**src/rtl/dmac_master.sv**
```systemverilog
// Single-channel DMA engine: register-programmed word copy from source to destination
// memory as bus master M1, holding the bus for the whole burst and interrupting on completion.
module dmac_master #(
  parameter int ADDR_W = 8,
  parameter int DATA_W = 32
) (
  input  logic              clk,
  input  logic              reset_n,
  input  logic              S_sel,
  input  logic              S_wr,
  input  logic [3:0]        S_address,
  input  logic [DATA_W-1:0] S_din,
  output logic [DATA_W-1:0] S_dout,
  output logic              M_req,
  input  logic              M_grant,
  output logic [ADDR_W-1:0] M_address,
  output logic              M_wr,
  output logic [DATA_W-1:0] M_dout,
  input  logic [DATA_W-1:0] M_din,
  output logic              interrupt
);

  typedef enum logic [2:0] {IDLE, REQ, READ, LATCH, WRITE, DONE} state_e;

  state_e              state_q, state_d;
  logic                intFlag_q, intFlag_d;
  logic                intEn_q, intEn_d;
  logic [ADDR_W-1:0]   srcAddr_q, srcAddr_d;
  logic [ADDR_W-1:0]   dstAddr_q, dstAddr_d;
  logic [ADDR_W-1:0]   dataSize_q, dataSize_d;
  logic [ADDR_W-1:0]   srcPtr_q, srcPtr_d;
  logic [ADDR_W-1:0]   dstPtr_q, dstPtr_d;
  logic [ADDR_W-1:0]   remaining_q, remaining_d;
  logic [DATA_W-1:0]   data_q, data_d;

  logic busy;
  logic regWrite;
  logic startReq;
  logic unusedBits;

  assign busy       = (state_q != IDLE);
  assign regWrite   = S_sel & S_wr;
  assign startReq   = regWrite && (S_address == 4'h0) && S_din[0] && !busy;
  assign interrupt  = intFlag_q & intEn_q;
  assign unusedBits = ^S_din[DATA_W-1:ADDR_W];

  always_ff @(posedge clk or negedge reset_n) begin
    if (!reset_n) begin
      state_q     <= IDLE;
      intFlag_q   <= 1'b0;
      intEn_q     <= 1'b0;
      srcAddr_q   <= '0;
      dstAddr_q   <= '0;
      dataSize_q  <= '0;
      srcPtr_q    <= '0;
      dstPtr_q    <= '0;
      remaining_q <= '0;
      data_q      <= '0;
    end else begin
      state_q     <= state_d;
      intFlag_q   <= intFlag_d;
      intEn_q     <= intEn_d;
      srcAddr_q   <= srcAddr_d;
      dstAddr_q   <= dstAddr_d;
      dataSize_q  <= dataSize_d;
      srcPtr_q    <= srcPtr_d;
      dstPtr_q    <= dstPtr_d;
      remaining_q <= remaining_d;
      data_q      <= data_d;
    end
  end

  // Register writes come first so a completion set later in this block wins over a same-cycle clear.
  always_comb begin
    state_d     = state_q;
    intFlag_d   = intFlag_q;
    intEn_d     = intEn_q;
    srcAddr_d   = srcAddr_q;
    dstAddr_d   = dstAddr_q;
    dataSize_d  = dataSize_q;
    srcPtr_d    = srcPtr_q;
    dstPtr_d    = dstPtr_q;
    remaining_d = remaining_q;
    data_d      = data_q;
    M_req       = 1'b0;
    M_address   = '0;
    M_wr        = 1'b0;
    M_dout      = '0;

    if (regWrite) begin
      case (S_address)
        4'h1: if (!S_din[0]) intFlag_d = 1'b0;
        4'h2: intEn_d = S_din[0];
        4'h3: if (!busy) srcAddr_d = S_din[ADDR_W-1:0];
        4'h4: if (!busy) dstAddr_d = S_din[ADDR_W-1:0];
        4'h5: if (!busy) dataSize_d = S_din[ADDR_W-1:0];
        default: ;
      endcase
    end

    case (state_q)
      IDLE: begin
        if (startReq) begin
          if (dataSize_q != '0) begin
            state_d     = REQ;
            srcPtr_d    = srcAddr_q;
            dstPtr_d    = dstAddr_q;
            remaining_d = dataSize_q;
          end else begin
            intFlag_d = 1'b1;
          end
        end
      end
      REQ: begin
        M_req = 1'b1;
        if (M_grant) state_d = READ;
      end
      READ: begin
        M_req     = 1'b1;
        M_address = srcPtr_q;
        if (M_grant) state_d = LATCH;
      end
      // Capture only on a granted cycle, so a stalled LATCH takes M_din again once the bus returns.
      LATCH: begin
        M_req = 1'b1;
        if (M_grant) begin
          data_d   = M_din;
          srcPtr_d = srcPtr_q + ADDR_W'(1);
          state_d  = WRITE;
        end
      end
      WRITE: begin
        M_req     = 1'b1;
        M_address = dstPtr_q;
        M_dout    = data_q;
        if (M_grant) begin
          M_wr        = 1'b1;
          dstPtr_d    = dstPtr_q + ADDR_W'(1);
          remaining_d = remaining_q - ADDR_W'(1);
          state_d     = (remaining_q == ADDR_W'(1)) ? DONE : READ;
        end
      end
      DONE: begin
        intFlag_d = 1'b1;
        state_d   = IDLE;
      end
      default: state_d = IDLE;
    endcase
  end

  always_comb begin
    S_dout = '0;
    if (S_sel && !S_wr) begin
      case (S_address)
        4'h1: S_dout[0] = intFlag_q;
        4'h2: S_dout[0] = intEn_q;
        4'h3: S_dout[ADDR_W-1:0] = srcAddr_q;
        4'h4: S_dout[ADDR_W-1:0] = dstAddr_q;
        4'h5: S_dout[ADDR_W-1:0] = dataSize_q;
        4'h6: S_dout[0] = busy;
        default: S_dout = '0;
      endcase
    end
  end

endmodule

```
**config.mk**
```make
export PLATFORM = sky130hd
export DESIGN_NAME = dmac_master
export DESIGN_NICKNAME = d
export VERILOG_FILES = /design/src/rtl/dmac_master.sv
export SDC_FILE = /design/constraint.sdc
export NUM_CORES = 1
export LEC_CHECK = 0
export CORE_MARGIN = 1
export CORE_UTILIZATION = 30
export DETAILED_ROUTE_END_ITERATION = 8
export PLACE_DENSITY = 0.66
export SLEW_MARGIN = 40
export SYNTH_ARGS = -nofsm -noshare
export SYNTH_HDL_FRONTEND = slang
export SYNTH_SLANG_ARGS = --single-unit
```
**constraint.sdc**
```tcl
create_clock -name clk -period 2 [get_ports clk]
set_input_delay 0.5 -clock clk [delete_from_list [all_inputs] [get_ports clk]]
set_output_delay 0.5 -clock clk [all_outputs]
set_load 0.05 [all_outputs]
```
======== Word level (Yosys, flattened, before mapping) ========
Cells that the tools add are included.
word-level totals
  flip-flop bits (word level) ............. 85
  input port bits ......................... 73
  output and inout bits ................... 75
  word-level logic and storage cells ...... 89
cells by class
  add/subtract/negate cells ............... 3
  equal/unequal tests ..................... 18
  mux-type cells .......................... 34
  bitwise operators ....................... 3
  reductions and logical operators ........ 21
operator list
  cell                                                 count
  two-way mux 8 bit                                    10
  case mux 8 bit (2 select lines)                      4
  two-way mux 32 bit                                   1
  two-way mux 3 bit                                    7
  case mux 7 bit (3 select lines)                      1
  adder 8 x 1 -> 8 bit, second input constant          2
  case mux 3 bit (5 select lines)                      1
  equality test 4 x 3 -> 1 bit, second input constant  3
  inequality test 2 bit, second input constant         6
  AND reduction 3 bit                                  3
  equality test 4 x 2 -> 1 bit, second input constant  2
  equality test 8 x 1 -> 1 bit, second input constant  1
  two-way mux 1 bit                                    8
  AND reduction 4 bit                                  2
  nonzero test 8 bit                                   1
  subtractor 8 x 1 -> 8 bit, second input constant     1
  equality test 3 x 2 -> 1 bit, second input constant  2
  equality test 3 bit, second input constant           2
  case mux 1 bit (6 select lines)                      1
  AND reduction 6 bit                                  1
  equality test 4 x 1 -> 1 bit, second input constant  1
  logical AND 1 bit                                    4
  zero test 4 bit                                      1
  AND reduction 2 bit                                  2
  other kinds (9)                                      12

======== Depth between registers and ports, before layout ========
Gate-level depths: netlist of the first run.
  word-level depth ........................ 6
  depth in mapped cells ................... 7

======== Worst setup path after synthesis of the first run ========
Ideal clock, no wire load.
  path type ............................... in2out
  start point ............................. input S_address[2]
  end point ............................... output S_dout[0]
  arrival ................................. 2004 ps
  setup slack ............................. -504 ps
  stages on the path ...................... 5
  path buffers ............................ 1
  cells stage by stage .................... buf_2 nand2b_1 nor2_1 nand2_1 a21oi_1
between the ends
  longest elaborated chain between the ends .. 3
ends and longest elaborated chain
  what                                                  RTL line  text
  start: declaration                                    11        input logic [3:0] S_address,
  equality test 4 x 3 -> 1 bit (tied with other cells)  154       case (S_address)
  case mux 1 bit (6 select lines) (*)                   154
  two-way mux 8 bit (*)                                 153       if (S_sel && !S_wr) begin
  end: declaration                                      13        output logic [DATA_W-1:0] S_dout,
Every way passes the cells marked *; elsewhere a longest branch is shown, timed or not.

======== Worst setup path in the final report of the first run ========
  start point ............................. register state_q[1]
  end point ............................... output S_dout[0]
between the ends
  longest elaborated chain between the ends .. 3
ends and longest elaborated chain
  what                             RTL line  text
  start: declaration               25        state_e state_q, state_d;
  start signal: assignment         60        state_q <= state_d;
  nonzero test 3 bit               41        assign busy = (state_q != IDLE);
  case mux 1 bit (6 select lines)  154
  two-way mux 8 bit                153
No other way between the ends.

==> impl_metrics.json, run 1 <==
{
  "crit_top_cell": "buf_6",
  "diodes": 0,
  "clkTransAtPathRegs_ns": 0.06,
  "r2r-start": "state_q[1]",
  "finalMaxSlewViolations": 0,
  "async_flop_share_pct": 100,
  "nFillCells": 1379,
  "reg2reg_depth": 7,
  "rsz0062_at_grt": "yes",
  "drt_wl_total_mm": 15.4,
  "period_share_pct": 115,
  "rr_endpoint": "dstAddr_q[6]",
  "clk_latency_ns": 0.34,
  "avgSynthCellArea_um2": 10.6,
  "fp.dieW_um": 130,
  "worstPathRequired_ns": 1.50,
  "synth-edff-count": 0,
  "p_total_mw": 9.89,
  "cts.sinks": 85,
  "fin_ws_ns": -0.297,
  "cts_buffer_depth": 2,
  "wl_met2_mm": 7.35,
  "yosysMostFrequentCell": "dfrtp_1",
  "p_leak_nw": 3.45,
  "crit_fanout": 3,
  "synth.distinct_cells": 65,
  "post_drt_wl_per_cell_um": 17.9,
  "crit_path_end_kind": "primary output",
  "max_freq_mhz": 435,
  "yosys_warnings": 0,
  "crit_start": "state_q[1]",
  "synth_fa_ha_area_share_pct": 1.02,
  "first_pass_iters": 5,
  "crit_chain": "buf_6 -> buf_6 -> nor3_4 -> a2111oi_4 -> a21oi_2 -> a21oi_4 -> buf_12",
  "antenna_found_initial": 0,
  "path_buf_inv": 3,
  "synthFlopType": "dfrtp_1",
  "grt_pass1_wl_mm": 24.1,
  "fp-row-count": 46,
  "critPathTopFamily": "flip-flops",
  "die_area_mm2": 0.0169,
  "layout_min_cycle_time_ns": 2.30,
  "ys_seq_area_share_pct": 43.2,
  "die_h_um": 130,
  "arrival_ns": 1.80,
  "dpl.cell_count": 807,
  "cts_tree": "done",
  "grt_max_degree": 49,
  "layout.cells.non_filler": 857,
  "slowest_stage": "dfrtp_1",
  "synthesis.area_mm2": 0.00492,
  "vias": 4381,
  "run_status": "finished, violations left",
  "synth_xor_area_share_pct": 0.178,
  "synth.area.mux_share_pct": 16.0,
  "powerDensity_mw_per_mm2": 1210,
  "clockRootBuffer": "clkbuf_16",
  "wl_met1_mm": 6.50,
  "synth-simple-area-share_pct": 16.5,
  "path_class": "flip-flop to primary output",
  "setup_violations": 63,
  "route.met3.wl_mm": 1.33,
  "grt-ovfl-total": 0,
  "place.port_buffers": 99,
  "ys_seq_elements": 85,
  "hp-class": "input port to async pin",
  "top_layer": "met4",
  "synth_area_leader_cell": "dfrtp_1",
  "ant_nets": 0,
  "dp_hpwl_mm": 10.1,
  "synth_common_cells": "dfrtp_1, mux2_2, and2_1, nor2_1, buf_4",
  "synth_compound_area_share_pct": 15.5,
  "area_growth_pct": 66.5,
  "cts_made_buffers": 9,
  "grt_pass1_vias": 4443,
  "startpoint_type": "flip-flop",
  "htree_levels": 3,
  "yosysTopAreaCellShare_pct": 43.2,
  "drive_above_1_share_pct": 50.4,
  "initial_utilization_pct": 30.9,
  "irDropWorstVdd_v": 0.000679,
  "syn-instance-count": 465,
  "hold_viol_final": 0,
  "seqCellArea_mm2": 0.00213,
  "grtUsageTotal_pct": 18.7,
  "nets": 713,
  "dr.first_iter.drc_count": 312,
  "slowest_delay_ns": 0.41,
  "synth_top_family_by_area": "simple AND/OR/NAND/NOR gates",
  "finClkSkew_ns": 0.0103,
  "r2r_slack_ns": -0.06,
  "boundaryPins": 148,
  "synth_area_leaders": "dfrtp_1, mux2_2, and2_1",
  "vias_per_cell": 5.11,
  "multi_input_area_mm2": 0.00300,
  "path_depth": 7,
  "maxCapViolCount": 0,
  "core_mm2": 0.0159,
  "violations": "setup timing",
  "gp_congestion": 0.858,
  "cp-endpoint": "S_dout[0]",
  "remaining_drc_errors": 0
}
-- cells by family after synthesis --
group / Yosys count
adder cells (fa/ha/maj): 4
AND/OR/NAND/NOR: 142
XOR/XNOR: 1
flip-flops: 85
buffers and inverters: 57
AO/OA/AOI/OAI: 105
other: 1
multiplexers: 70
-- metrics by stage --
| stage | area (um2) | TNS [ns] | hold slack [ns] | setup WS [ns] | util, % |
|---|---|---|---|---|---|
| 2_1_floorplan | 5250 | -0.0249 | 0.204 | -0.0249 | - |
| 3_3_place_gp | 7190 | -20.33 | 0.480 | -0.535 | 45.1 |
| 3_5_place_dp | 7190 | -22.27 | 0.489 | -0.539 | 45.1 |
| 4_1_cts | 8010 | -8.42 | 0.137 | -0.210 | 50.3 |
| 5_1_grt | 8190 | -12.51 | 0.153 | -0.347 | 51.4 |
| 6_report | 8190 | -8.90 | 0.133 | -0.297 | 51.4 |
-- worst register-to-register path, cell delays in order, from the launching register on --
cell and delay [ns]:
dfrtp_1 0.41, buf_6 0.13, buf_6 0.11, nor3_4 0.26, and3_1 0.29, and3b_1 0.27, buf_12 0.14, mux2_2 0.34
-- cell usage in the layout (no fill, tap or decap), drive strengths merged, types with 3 or more instances in the layout --
master and n:
buf 143, dfrtp 85, mux2 65, clkdlybuf4s50 40
and2 36, nor2 32, conb 24, nand2 24
o21ai 21, a22oi 16, a21oi 15, clkbuf 14
nand3 9, a31oi 9, o31ai 8, a2bb2oi 7
inv 7, a211oi 6, nor3 6, o22ai 5
mux2i 5, nand2b 5, nand4 4, nor4 4
ha 4, and3 3, and4 3, a22o 3
nor2b 3, or4 3
-- power by group --
group,switching (mW),internal (mW)
sequential,0.647,2.40
combinational,2.55,2.60
clock,0.709,0.974
total,3.91,5.98
-- routing by layer --
metal,track usage [%],vias up
met3,5.86,18
met4,4.99,0
met5,0,-
li1,-,2001
met1,24.3,2170
met2,29.9,192
-- state kept, by name, indices dropped and copies added, names as in the netlist, 3 cells and up --
register,cells
data_q,32
dataSize_q,8
dstAddr_q,8
dstPtr_q,8
remaining_q,8
srcAddr_q,8
srcPtr_q,8
state_q,3
-- cell type report --
type | count | share of cell area [%]
well taps | 216 | 3.30
clock buffers | 11 | 2.84
flip-flops and latches | 85 | 26.0
repair buffers | 189 | 30.4
clock inverters | 5 | 0.703
inverters | 5 | 0.229
multi-input cells | 346 | 36.6
-- worst min path at each step --
| stage | to | cells past startpoint | slack [ns] | startpoint |
|---|---|---|---|---|
| floorplan | dataSize_q[0] | 0 | 0.20 | reset_n |
| global placement | data_q[0] | 1 | 0.48 | data_q[0] |
| global route | dataSize_q[2] | 2 | 0.15 | reset_n |
| CTS | dstPtr_q[6] | 2 | 0.14 | reset_n |
| detailed placement | data_q[0] | 1 | 0.49 | data_q[0] |
| finish | dataSize_q[2] | 2 | 0.13 | reset_n |
-- timing repair --
action                                  4_1_cts  5_1_grt
setup buffers                                23        6
resized for setup                            73       25
hold endpoints to repair                      0        0
hold buffers                                  0        0
pin swaps                                    48       45
cloned                                        5        2
endpoints found under the setup margin       85       77
(Power assumes the default switching activity.)
==> run 2, diff against run 1 <==
--- a/config.mk
+++ b/config.mk
@@ -9,6 +9,7 @@
 export CORE_UTILIZATION = 30
 export DETAILED_ROUTE_END_ITERATION = 8
 export PLACE_DENSITY = 0.66
+export RECOVER_POWER = 25
 export SLEW_MARGIN = 40
 export SYNTH_ARGS = -nofsm -noshare
 export SYNTH_HDL_FRONTEND = slang
==> constraint.sdc (replaced) <==
create_clock -name clk -period 2 [get_ports clk]
set_input_delay 0.2 -clock clk [delete_from_list [all_inputs] [get_ports clk]]
set_output_delay 0.2 -clock clk [all_outputs]
set_load 0.05 [all_outputs]
==> impl_metrics.json, run 2 (synthesis results as in run 1) <==
{
  "slowest_stage": "dfrtp_2",
  "path_buf_inv": 4,
  "grtUsageTotal_pct": 16.5,
  "fin_ws_ns": 0.0359,
  "final_common_cell": "dfrtp_1",
  "grt_pass1_wl_mm": 21.3,
  "grtUsageMet1_pct": 20.4,
  "finalSetupTns_ns": 0,
  "fp.dieW_um": 130,
  "ant_nets": 0,
  "dr.first_iter.drc_count": 361,
  "reg2reg_depth": 5,
  "remaining_drc_errors": 0,
  "clkTransAtPathRegs_ns": 0.06,
  "vias_per_cell": 5.17,
  "rsz0062_at_grt": "yes",
  "cts_made_buffers": 9,
  "antenna_found_initial": 0,
  "regMostFlops": "data_q",
  "grt-busiest-layer": "met2",
  "dp_hpwl_mm": 9.85,
  "period_share_pct": 98.2,
  "cts_buffer_depth": 2,
  "critPathTopFamily": "buffers and inverters",
  "post_drt_wl_per_cell_um": 17.1,
  "run_status": "complete, no violations",
  "grt_max_degree": 86,
  "finClkSkew_ns": 0.00447,
  "powerDensity_mw_per_mm2": 1220,
  "nFillCells": 1452,
  "nets": 686,
  "irDropWorstVdd_v": 0.000574,
  "initial_utilization_pct": 30.9,
  "path_class": "flip-flop to primary output",
  "arrival_ns": 1.76,
  "layout_min_cycle_time_ns": 1.96,
  "diodes": 0,
  "hp-class": "input port to flip-flop",
  "whs_path_depth": 4,
  "fin_area_mm2": 0.00749,
  "crit_chain": "buf_6 -> nor3b_4 -> buf_6 -> clkbuf_16 -> and2_4 -> buf_12",
  "fp-row-count": 46,
  "tightest_slew_ns": 1.19,
  "crit_path_end_kind": "primary output",
  "use_met2_pct": 27.2,
  "dpl.cell_count": 798,
  "crit_fanout": 7,
  "largest_reg_flops": 32,
  "final_util_pct": 47.0,
  "place.port_buffers": 99,
  "final_cell_mix": "dfrtp_1, mux2_2, buf_12",
  "htree_levels": 3,
  "cts.sinks": 85,
  "startpoint_type": "flip-flop",
  "relSlewSlack_pct": 20.4,
  "postPlaceCellArea_mm2": 0.00686,
  "grt_pass1_vias": 4086,
  "maxCapViolCount": 0,
  "hold_viol_final": 0,
  "drt_wl_total_mm": 14.2,
  "area_growth_pct": 52.3,
  "vias": 4283,
  "p_leak_nw": 3.18,
  "setup_violations": 0,
  "layout.cells.non_filler": 829,
  "core_mm2": 0.0159,
  "die_h_um": 130,
  "grt-ovfl-total": 0,
  "cts_tree": "done",
  "max_freq_mhz": 509,
  "die_area_mm2": 0.0169,
  "pre_cts_ws_ns": -0.0677,
  "boundaryPins": 148,
  "path_depth": 6,
  "whs_ns": 0.381,
  "grtUsageMet3_pct": 4.76,
  "first_pass_iters": 5,
  "slowest_delay_ns": 0.44,
  "clockRootBuffer": "clkbuf_16",
  "p_total_mw": 9.12,
  "clk_latency_ns": 0.33,
  "drive_above_1_share_pct": 42.4,
  "gp_congestion": 0.839,
  "worstPathRequired_ns": 1.80,
  "finalMaxSlewViolations": 0,
  "crit_top_cell": "buf_6"
}
run 2: layout make-up:
| cell class | count | area (um2) | area share [%] |
|---|---|---|---|
| clock buffers | 12 | 246 | 3.29 |
| clock inverters | 3 | 22.5 | 0.301 |
| inverters | 5 | 18.8 | 0.250 |
| multi-input cells | 346 | 2660 | 35.5 |
| flip-flops and latches | 85 | 2130 | 28.4 |
| well taps | 216 | 270 | 3.61 |
| repair buffers | 162 | 2150 | 28.6 |
run 2: worst min-delay path, cell delays in order:
cell,delay [ns]
dlymetal6s2s_1,0.18
nand2b_1,0.14
o41ai_1,0.08
o21ai_0,0.07
run 2: layer usage:
| layer | wire length (um) | share of wire [%] |
|---|---|---|
| met5 | 0 | 0 |
| met4 | 242 | 1.7 |
| met3 | 1070 | 7.6 |
| met2 | 7040 | 50 |
| met1 | 5820 | 41 |
run 2: repair_timing:
item | CTS | global route
cloned | 1 | 4
gates resized for setup | 23 | 44
endpoints found under the setup margin | 49 | 52
buffers inserted | 5 | 5
pin swaps | 2 | 33
hold buffers | 1 | 0
hold endpoints to repair | 85 | 0
run 2: worst paths after layout:
check                        startpoint     endpoint  slack (ns)
setup / recovery             state_q[1]         M_wr        0.04
hold / removal             S_address[0]    intFlag_q        0.38
setup reg to reg             state_q[2]  dstPtr_q[0]        0.06
hold reg to reg              data_q[25]   data_q[25]        0.51
max in group asynchronous       reset_n   state_q[2]        0.40
min in group asynchronous       reset_n  srcPtr_q[5]        0.76
run 2: report_power, final:
part           switching, mW  leakage [nW]  internal (mW)
registers              0.636          1.07           2.41
logic                   2.28          1.99           2.26
clock network          0.661         0.121          0.869
total                   3.57          3.18           5.54
==> run 3, diff against run 2 <==
--- a/config.mk
+++ b/config.mk
@@ -10,7 +10,7 @@
 export DETAILED_ROUTE_END_ITERATION = 8
 export PLACE_DENSITY = 0.66
 export RECOVER_POWER = 25
-export SLEW_MARGIN = 40
+export SLEW_MARGIN = 20
 export SYNTH_ARGS = -nofsm -noshare
 export SYNTH_HDL_FRONTEND = slang
 export SYNTH_SLANG_ARGS = --single-unit
==> results of run 3 <==
The final DEF is identical to that of run 2; final timing and power are the same.
